## src/rtl/wrapper_write_arbiter_if.sv

```systemverilog
// Write-side bus between the requesters and wrapper_write_arbiter.
// The arbiter takes the slave modport; the requesters and the buffer take the master modport.
interface wrapper_write_arbiter_if #(
    parameter int N_REQ  = 4,
    parameter int DATA_W = 16
);
    logic [N_REQ-1:0]        req;
    logic [N_REQ*DATA_W-1:0] req_data;
    logic [N_REQ-1:0]        ack;
    logic [N_REQ-1:0]        grant;
    logic                    buffer_full;
    logic [DATA_W-1:0]       data_1;
    logic                    data_1_en;
    logic                    busy;

    modport master (
        output req, req_data, buffer_full,
        input  ack, grant, data_1, data_1_en, busy
    );

    modport slave (
        input  req, req_data, buffer_full,
        output ack, grant, data_1, data_1_en, busy
    );
endinterface

```

## src/rtl/wrapper_write_arbiter.sv

```systemverilog
// Round-robin arbiter sharing the buffer write port (data_1/data_1_en) among N_REQ requesters.
// Define WRARB_BURST_EN for grants of up to MAX_BURST words; by default each grant carries one word.
module wrapper_write_arbiter #(
    parameter int N_REQ     = 4,
    parameter int DATA_W    = 16,
    parameter int MAX_BURST = 8
) (
    input  logic                   clk_1,
    input  logic                   reset,
    wrapper_write_arbiter_if.slave bus
);
    localparam int IDX_W = $clog2(N_REQ);

    typedef enum logic {S_IDLE, S_GRANT} state_t;

    state_t            r_state;
    logic [N_REQ-1:0]  r_grant;
    logic [IDX_W-1:0]  r_owner;
    logic [IDX_W-1:0]  r_last_owner;
    logic              r_busy;

    logic [N_REQ-1:0]  w_ack;
    logic              w_ack_any;
    logic              w_owner_req;
    logic              w_last_beat;
    logic              w_release;
    logic              w_win_found;
    logic [IDX_W-1:0]  w_win_idx;
    logic [IDX_W-1:0]  w_scan;
    logic [DATA_W-1:0] w_data;

`ifdef WRARB_BURST_EN
    localparam int CNT_W = (MAX_BURST > 1) ? $clog2(MAX_BURST) : 1;
    logic [CNT_W-1:0]  r_burst_cnt;
    assign w_last_beat = (r_burst_cnt == CNT_W'(MAX_BURST - 1));
`else
    assign w_last_beat = 1'b1;
`endif

    // Gating with buffer_full here keeps a write from ever reaching a full buffer on the same edge.
    assign w_ack       = r_grant & bus.req & {N_REQ{~bus.buffer_full}};
    assign w_ack_any   = |w_ack;
    assign w_owner_req = |(r_grant & bus.req);
    assign w_release   = (r_state == S_GRANT) && (!w_owner_req || (w_ack_any && w_last_beat));

    always_comb begin
        // NOTE: every always_comb output gets a default first, otherwise a latch is inferred.
        w_win_found = 1'b0;
        w_win_idx   = '0;
        w_scan      = '0;
        for (int k = 1; k <= N_REQ; k++) begin
            w_scan = IDX_W'((int'(r_last_owner) + k) % N_REQ);
            if (!w_win_found && bus.req[w_scan]) begin
                w_win_found = 1'b1;
                w_win_idx   = w_scan;
            end
        end
    end

    always_comb begin
        w_data = '0;
        for (int i = 0; i < N_REQ; i++) begin
            if (w_ack[i]) begin
                w_data = bus.req_data[i*DATA_W +: DATA_W];
            end
        end
    end

    // NOTE: reset is asynchronous, so dropping it mid-burst clears grant (and thus ack) at once.
    always_ff @(posedge clk_1 or negedge reset) begin
        if (!reset) begin
            r_state      <= S_IDLE;
            r_grant      <= '0;
            r_owner      <= '0;
            r_last_owner <= IDX_W'(N_REQ - 1);
            r_busy       <= 1'b0;
`ifdef WRARB_BURST_EN
            r_burst_cnt  <= '0;
`endif
        end else begin
            // NOTE: state registers use non-blocking assignments so every update sees pre-edge values.
            case (r_state)
                S_IDLE: begin
                    if (w_win_found) begin
                        r_state     <= S_GRANT;
                        r_grant     <= N_REQ'(1) << w_win_idx;
                        r_owner     <= w_win_idx;
                        r_busy      <= 1'b1;
`ifdef WRARB_BURST_EN
                        r_burst_cnt <= '0;
`endif
                    end
                end
                S_GRANT: begin
                    if (w_release) begin
                        r_state      <= S_IDLE;
                        r_grant      <= '0;
                        r_last_owner <= r_owner;
                        r_busy       <= 1'b0;
                    end
`ifdef WRARB_BURST_EN
                    else if (w_ack_any) begin
                        r_burst_cnt <= r_burst_cnt + CNT_W'(1);
                    end
`endif
                end
                default: r_state <= S_IDLE;
            endcase
        end
    end

    assign bus.ack       = w_ack;
    assign bus.grant     = r_grant;
    assign bus.data_1    = w_data;
    assign bus.data_1_en = w_ack_any;
    assign bus.busy      = r_busy;
endmodule

```

## src/flat_wrapper.sv

```systemverilog
// flat-port wrapper written by rule: the top's interface ports become plain ports
module wrapper_write_arbiter_flat 
#(
    parameter int N_REQ     = 4,
    parameter int DATA_W    = 16,
    parameter int MAX_BURST = 8
)
  (clk_1, reset, bus_req, bus_req_data, bus_buffer_full, bus_ack, bus_grant, bus_data_1, bus_data_1_en, bus_busy);
  wrapper_write_arbiter_if #(.N_REQ(N_REQ), .DATA_W(DATA_W)) bus_i ();
  input  logic clk_1;
  input  logic reset;
  input wire logic [$bits(bus_i.req)-1:0] bus_req;
  input wire logic [$bits(bus_i.req_data)-1:0] bus_req_data;
  input wire logic [$bits(bus_i.buffer_full)-1:0] bus_buffer_full;
  output wire logic [$bits(bus_i.ack)-1:0] bus_ack;
  output wire logic [$bits(bus_i.grant)-1:0] bus_grant;
  output wire logic [$bits(bus_i.data_1)-1:0] bus_data_1;
  output wire logic [$bits(bus_i.data_1_en)-1:0] bus_data_1_en;
  output wire logic [$bits(bus_i.busy)-1:0] bus_busy;
  assign bus_i.req = bus_req;
  assign bus_i.req_data = bus_req_data;
  assign bus_i.buffer_full = bus_buffer_full;
  assign bus_ack = bus_i.ack;
  assign bus_grant = bus_i.grant;
  assign bus_data_1 = bus_i.data_1;
  assign bus_data_1_en = bus_i.data_1_en;
  assign bus_busy = bus_i.busy;
  wrapper_write_arbiter #(.N_REQ(N_REQ), .DATA_W(DATA_W), .MAX_BURST(MAX_BURST)) u_core (.clk_1(clk_1), .reset(reset), .bus(bus_i));
endmodule
```

## config.mk

```make
export PLATFORM = sky130hd
export DESIGN_NAME = wrapper_write_arbiter_flat
export DESIGN_NICKNAME = d
export VERILOG_FILES = /design/src/rtl/wrapper_write_arbiter_if.sv /design/src/rtl/wrapper_write_arbiter.sv /design/src/flat_wrapper.sv
export SDC_FILE = /design/constraint.sdc
export NUM_CORES = 1
export LEC_CHECK = 0
export CELL_PAD_IN_SITES_DETAIL_PLACEMENT = 0
export CELL_PAD_IN_SITES_GLOBAL_PLACEMENT = 1
export CORE_ASPECT_RATIO = 1.75
export CORE_MARGIN = 10
export CORE_UTILIZATION = 21
export DETAILED_ROUTE_END_ITERATION = 6
export MAX_ROUTING_LAYER = met4
export PLACE_DENSITY = 0.92
export SYNTH_ARGS = -nofsm -noshare
export SYNTH_HDL_FRONTEND = slang
export SYNTH_SLANG_ARGS = --single-unit
export TNS_END_PERCENT = 100
```

## constraint.sdc

```tcl
create_clock -name clk_1 -period 2.35 [get_ports clk_1]
set_input_delay 0.705 -clock clk_1 [delete_from_list [all_inputs] [get_ports clk_1]]
set_output_delay 0.705 -clock clk_1 [all_outputs]
set_load 0.05 [all_outputs]
```

==> results.toml, run 1 <==
[run_status]
status = "complete, but fails checks"
violations = "setup timing"

[die]
rows = 35
core-area_sq_um = 5260
start_util_pct = 21.5
ios = 97
die_y_microns = 117
die_w_microns = 75.5
die_area_sq_um = 8840

[placement]
hpwlAfterDp_microns = 4780
gp_congestion = 0.826
port_buffers = 96
pre_cts_ws_ns = -0.602

[timing]
tightestPinTransition_ns = 0.500
finalWorstSetupSlack_ns = -0.236
slew_violations = 0
min_period_over_period_pct = 110
rsz0062_at_grt = "yes"
fmax_mhz = 387
fin_crit_ns = 2.59
setup_violations = 16
relSlewSlack_pct = 66.5
skew_ns = 0.000191
hold_viol_final = 0

[layout]
layout_common_cells = "70 x clkdlybuf4s50_1, 30 x buf_12, 20 x buf_4"
layout.nets = 345
antenna_cells = 0
fin_util_pct = 67.3
fillers = 363
synthToLayoutAreaGrowth_pct = 213
regArea_sq_um = 253
drive_above_1_share_pct = 56.4
final_common_cell = "clkdlybuf4s50_1"
multi_input_area_sq_um = 1400

[global_route]
grt_pass1_wl_microns = 10600
grt_max_degree = 13
grt_usage_pct = 16.6
first_global_vias = 1964
grt.overflow.total = 0
antenna_found_initial = 0

[clocking]
htree_levels = 1
clkTransAtPathRegs_ns = 0.05
holdBufCountCts = 0
clock_sinks = 10
cts_tree = "built"
cts_root_buffer = "clkbuf_8"
numCtsBuffers = 3
clockBufferDepth = 2
clk_latency_ns = 0.24

[synth]
async_flop_share_pct = 100
ys_ff_latch = 10
yosysUniqueCellTypes = 38
syn_area_per_cell_sq_um = 7.97
synth_edf_count = 0
synth_cells = 142
yosys_most_used_dff = "dfrtp_1"
synth-seq-area-share_pct = 22.3
synth_area_sq_um = 1130
syn_nets = 213
synth_warnings = 0

[route]
top_layer_used = "met4"
drt_iter0_markers = 44
via_per_inst = 5.08
wl_met2_microns = 4540
vias = 1667
wl_microns = 7320
wl_met3_microns = 479
routedWlPerCell_microns = 22.3
wl_met1_microns = 2160
drc = 0
detail-route-antenna-nets = 0
dr.pass1.iters = 4

[power_and_ir_drop]
p_per_area_nw_per_um2 = 865
seqPwrFrac_pct = 12.0
pwr-share-clk_pct = 7.1
pwr-share-comb_pct = 80.9
ir_drop_mv = 0.813
p_sw_mw = 1.41
power.internal_mw = 1.65
switching_share_pct = 46.0
power.leakage_nw = 1.29

[worst_setup_path]
end_kind = "output pin"
worstPathArrival_ns = 1.88
start_kind = "input pin"
crit_path_max_fanout = 8
cp.required_ns = 1.64
path_class = "in2out"

[flow_run]
maxCapViolCount = 0

[min_path]
hold_class = "reg2reg"
[power by group through the flow]
stage / clock [mW] / combinational (mW) / sequential, mW
floorplan: 0 / 1.09 / 0.490
global placement: 0 / 2.09 / 0.365
detailed placement: 0 / 2.11 / 0.365
CTS: 0.223 / 2.43 / 0.365
global route: 0.232 / 2.59 / 0.384
finish: 0.217 / 2.48 / 0.367
[flip-flops by register name, summed over array words and instances, names as in the netlist]
signal               count
u_core.r_last_owner      2
u_core.bus.grant         4
u_core.r_owner           2
u_core.r_state           1
u_core.bus.busy          1
[critical path, cell delays in order]
cell	delay, ns
buf_8	0.10
and3b_2	0.33
buf_12	0.18
nand3_4	0.07
o2bb2ai_4	0.14
o21ai_4	0.19
buf_12	0.16
[synth_stat cells (3+ instances only)]
cell	count	area share (%)
a32o_1	4	3.5
nand3_1	16	7.1
nand2b_1	3	1.7
o2bb2ai_1	17	13
a21oi_2	9	7.0
nor2_1	3	1.0
buf_6	3	3.0
o21ai_1	17	7.5
a21oi_1	7	3.1
buf_4	3	2.0
dfrtp_1	8	18
nand2_1	20	6.6
[layout make-up]
type,instances,share of cell area (%)
repair buffers,136,47.6
well taps,55,1.95
clock buffers,4,1.56
inverters,3,0.743
flip-flops and latches,10,7.15
multi-input cells,118,39.7
repair inverters,2,1.31
[path summary, 6_finish.rpt]
| check | startpoint | end | depth (start not counted) | slack (ns) |
|---|---|---|---|---|
| hold / removal | u_core.r_owner[1] | u_core.r_owner[1] | 1 | 0.49 |
| setup / recovery | bus_buffer_full | bus_data_1[14] | 7 | -0.24 |
| hold reg to reg | u_core.r_owner[1] | u_core.r_owner[1] | 1 | 0.49 |
| max in group asynchronous | reset | u_core.r_last_owner[0] | 1 | 1.22 |
| min in group asynchronous | reset | u_core.bus.busy | 1 | 0.78 |
| setup reg to reg | u_core.bus.grant[1] | u_core.bus.grant[1] | 7 | 0.69 |
[metrics by stage]
| step | instance area [sq um] | hold slack [ns] | setup TNS [ns] | cells | power, mW |
|---|---|---|---|---|---|
| 2_1_floorplan | 1410 | 0.409 | -1.08 | 142 | 1.58 |
| 3_3_place_gp | 2770 | 0.462 | -10.88 | 305 | 2.45 |
| 3_5_place_dp | 2770 | 0.486 | -11.44 | 305 | 2.47 |
| 4_1_cts | 3470 | 0.502 | -3.53 | 332 | 3.02 |
| 5_1_grt | 3540 | 0.517 | -3.43 | 328 | 3.21 |
| 6_report | 3540 | 0.494 | -2.98 | 328 | 3.06 |
[metal layers]
metal  vias up  global-route usage (%)
li1        797                       -
met1       803                    13.5
met2        55                    34.0
met3        12                    4.22
met4         0                    4.61
met5         -                       -
[repair_timing]
| action | 4_1_cts | 5_1_grt |
|---|---|---|
| endpoints found under the setup margin | 21 | 19 |
| hold endpoints to repair | 0 | 0 |
| pin swaps | 37 | 11 |
| resized for setup | 79 | 33 |
| cloned | 9 | 0 |
| setup buffers | 15 | 2 |
[cells by family after synthesis]
kind of cell | after synthesis | share of synthesized area [%]
AOI/OAI and AO/OA | 63 | 42.3
and+or+nand+nor | 52 | 24.0
buffers and inverters | 14 | 7.85
DFF | 10 | 22.3
muxes | 3 | 3.54
Note: power is estimated with default switching activity, not from simulation.
==> run 2, diff against run 1 <==
--- a/config.mk
+++ b/config.mk
@@ -9,10 +9,10 @@
 export CELL_PAD_IN_SITES_GLOBAL_PLACEMENT = 1
 export CORE_ASPECT_RATIO = 1.75
 export CORE_MARGIN = 10
-export CORE_UTILIZATION = 21
+export CORE_UTILIZATION = 19
 export DETAILED_ROUTE_END_ITERATION = 6
 export MAX_ROUTING_LAYER = met4
-export PLACE_DENSITY = 0.92
+export PLACE_DENSITY = 0.88
 export SYNTH_ARGS = -nofsm -noshare
 export SYNTH_HDL_FRONTEND = slang
 export SYNTH_SLANG_ARGS = --single-unit
==> constraint.sdc (replaced) <==
create_clock -name clk_1 -period 2.1 [get_ports clk_1]
set_input_delay 0.63 -clock clk_1 [delete_from_list [all_inputs] [get_ports clk_1]]
set_output_delay 0.63 -clock clk_1 [all_outputs]
set_load 0.05 [all_outputs]
==> results.toml, run 2 (same netlist as run 1, synthesis figures left out) <==
[worst_setup_path]
critPathBufInv = 4
start_kind = "input pin"
worstPathArrival_ns = 1.83
cpLargestDelayFamily = "buffers and inverters"
critPathSlowestCell = "and3b_2"
crit_chain = "buf_8 > buf_6 > and3b_2 > buf_12 > a21oi_2 > o2bb2ai_2 > o21ai_4 > buf_12"
cp.required_ns = 1.47
slowest_delay_ns = 0.29
end_kind = "output pin"
critical_path.most_common_cell = "buf_12"
path_class = "in2out"
crit_path_max_fanout = 9

[layout]
finalNonFillerCells = 350
layout_common_cells = "65 x clkdlybuf4s50_1, 29 x buf_12, 24 x buf_4"
drive_above_1_share_pct = 58.5
fin_util_pct = 57.4
antenna_cells = 0
fin_area_sq_um = 3350
layout.nets = 344
final_common_cell = "clkdlybuf4s50_1"
synthToLayoutAreaGrowth_pct = 196
fillers = 465
largest_reg_flops = 4

[route]
via_per_inst = 4.90
drc = 0
drt_iter0_markers = 28
detail-route-antenna-nets = 0
wl_microns = 7290
dr.pass1.iters = 4
routedWlPerCell_microns = 20.8
vias = 1715

[clocking]
clock_sinks = 10
clockBufferDepth = 2
clkTransAtPathRegs_ns = 0.04
holdBufCountCts = 0
htree_levels = 1
cts_root_buffer = "clkbuf_8"
numCtsBuffers = 3
cts_tree = "built"
clk_latency_ns = 0.24

[timing]
relSlewSlack_pct = 70.9
min_period_over_period_pct = 117
slew_violations = 0
tns_ns = -5.70
tightestPinTransition_ns = 0.434
fin_crit_ns = 2.46
hold_viol_final = 0
finalWorstSetupSlack_ns = -0.362
rsz0062_at_grt = "yes"
skew_ns = 0.00511
fmax_mhz = 406
setup_violations = 19

[power_and_ir_drop]
p_per_area_nw_per_um2 = 982
ir_drop_mv = 0.766
power_mw = 3.29
power.leakage_nw = 1.24

[placement]
port_buffers = 96
postPlaceCellArea_sq_um = 2810
hpwlAfterDp_microns = 5070
gp_congestion = 0.837
dp_cells = 331

[flow_run]
maxCapViolCount = 0

[die]
ios = 97
start_util_pct = 19.4
core-area_sq_um = 5830
die_y_microns = 122
die_area_sq_um = 9560
rows = 37
die_w_microns = 78.3

[global_route]
grt_max_degree = 18
antenna_found_initial = 0
grt_usage_pct = 15.1
grt.overflow.total = 0
grt_pass1_wl_microns = 11100
first_global_vias = 1940

[run_status]
violations = "setup timing"
status = "complete, but fails checks"

[min_path]
hold_class = "reg2reg"
-- run 2: cell types whose count changed in the layout (fill, tap and decap cells not counted), sizes merged --
cell           change
clkdlybuf4s50      -5
clkdlybuf4s15      -1
clkinv             -3
clkbuf             +1
buf                +5
inv                +2
-- run 2: final cells by class --
type	instances	area, sq um	share of cell area [%]
clock buffers	4	45.0	1.35
well taps	78	97.6	2.92
flip-flops and latches	10	258	7.70
multi-input cells	118	1240	37.2
repair buffers	136	1670	50.0
inverters	3	18.8	0.561
repair inverters	1	8.76	0.262
-- run 2: worst reg2reg max path: cells and delay by family, from the launching register on --
family	cells	cell delay (ns)
flops	1	0.44
buf+inv	3	0.42
compound gates	2	0.39
simple gates	2	0.26
-- run 2: worst paths after layout --
check                                          from                endpoint  slack, ns  depth (start not counted)
worst max-delay path                bus_buffer_full           bus_data_1[8]      -0.36                          8
worst min-delay path              u_core.r_owner[1]       u_core.r_owner[1]       0.47                          1
worst max register to register  u_core.bus.grant[1]          u_core.r_state       0.51                          7
worst min register to register    u_core.r_owner[1]       u_core.r_owner[1]       0.47                          1
max in group asynchronous                     reset  u_core.r_last_owner[1]       1.07                          1
min in group asynchronous                     reset       u_core.r_owner[0]       0.70                          1
-- run 2: metal layers --
| layer | part of all wire (%) | track usage (%) | vias to the layer above |
|---|---|---|---|
| li1 | - | - | 798 |
| met1 | 38 | 16.5 | 811 |
| met2 | 51 | 26.0 | 99 |
| met3 | 9.7 | 4.35 | 7 |
| met4 | 1.3 | 3.94 | 0 |
| met5 | 0 | - | - |
-- run 2: where the power goes --
group / total (mW) / internal [mW] / switching (mW) / leakage (nW)
logic: 2.65 / 1.33 / 1.32 / 1.10
registers: 0.427 / 0.313 / 0.114 / 0.115
clock network: 0.207 / 0.133 / 0.0742 / 0.0228
total: 3.29 / 1.78 / 1.51 / 1.24
-- run 2: repair_timing --
action | 4_1_cts | 5_1_grt
cloned | 6 | 1
pin swaps | 15 | 6
buffers inserted | 10 | 1
endpoints found under the setup margin | 25 | 21
gates resized for setup | 68 | 16
hold endpoints to repair | 0 | 0
-- run 2: through the flow --
stage | hold slack (ns) | setup WS (ns)
after CTS | 0.483 | -0.380
final | 0.472 | -0.362
after floorplan | 0.334 | -0.201
after global routing | 0.508 | -0.392
after global placement | 0.463 | -0.714
after detailed placement | 0.473 | -0.753
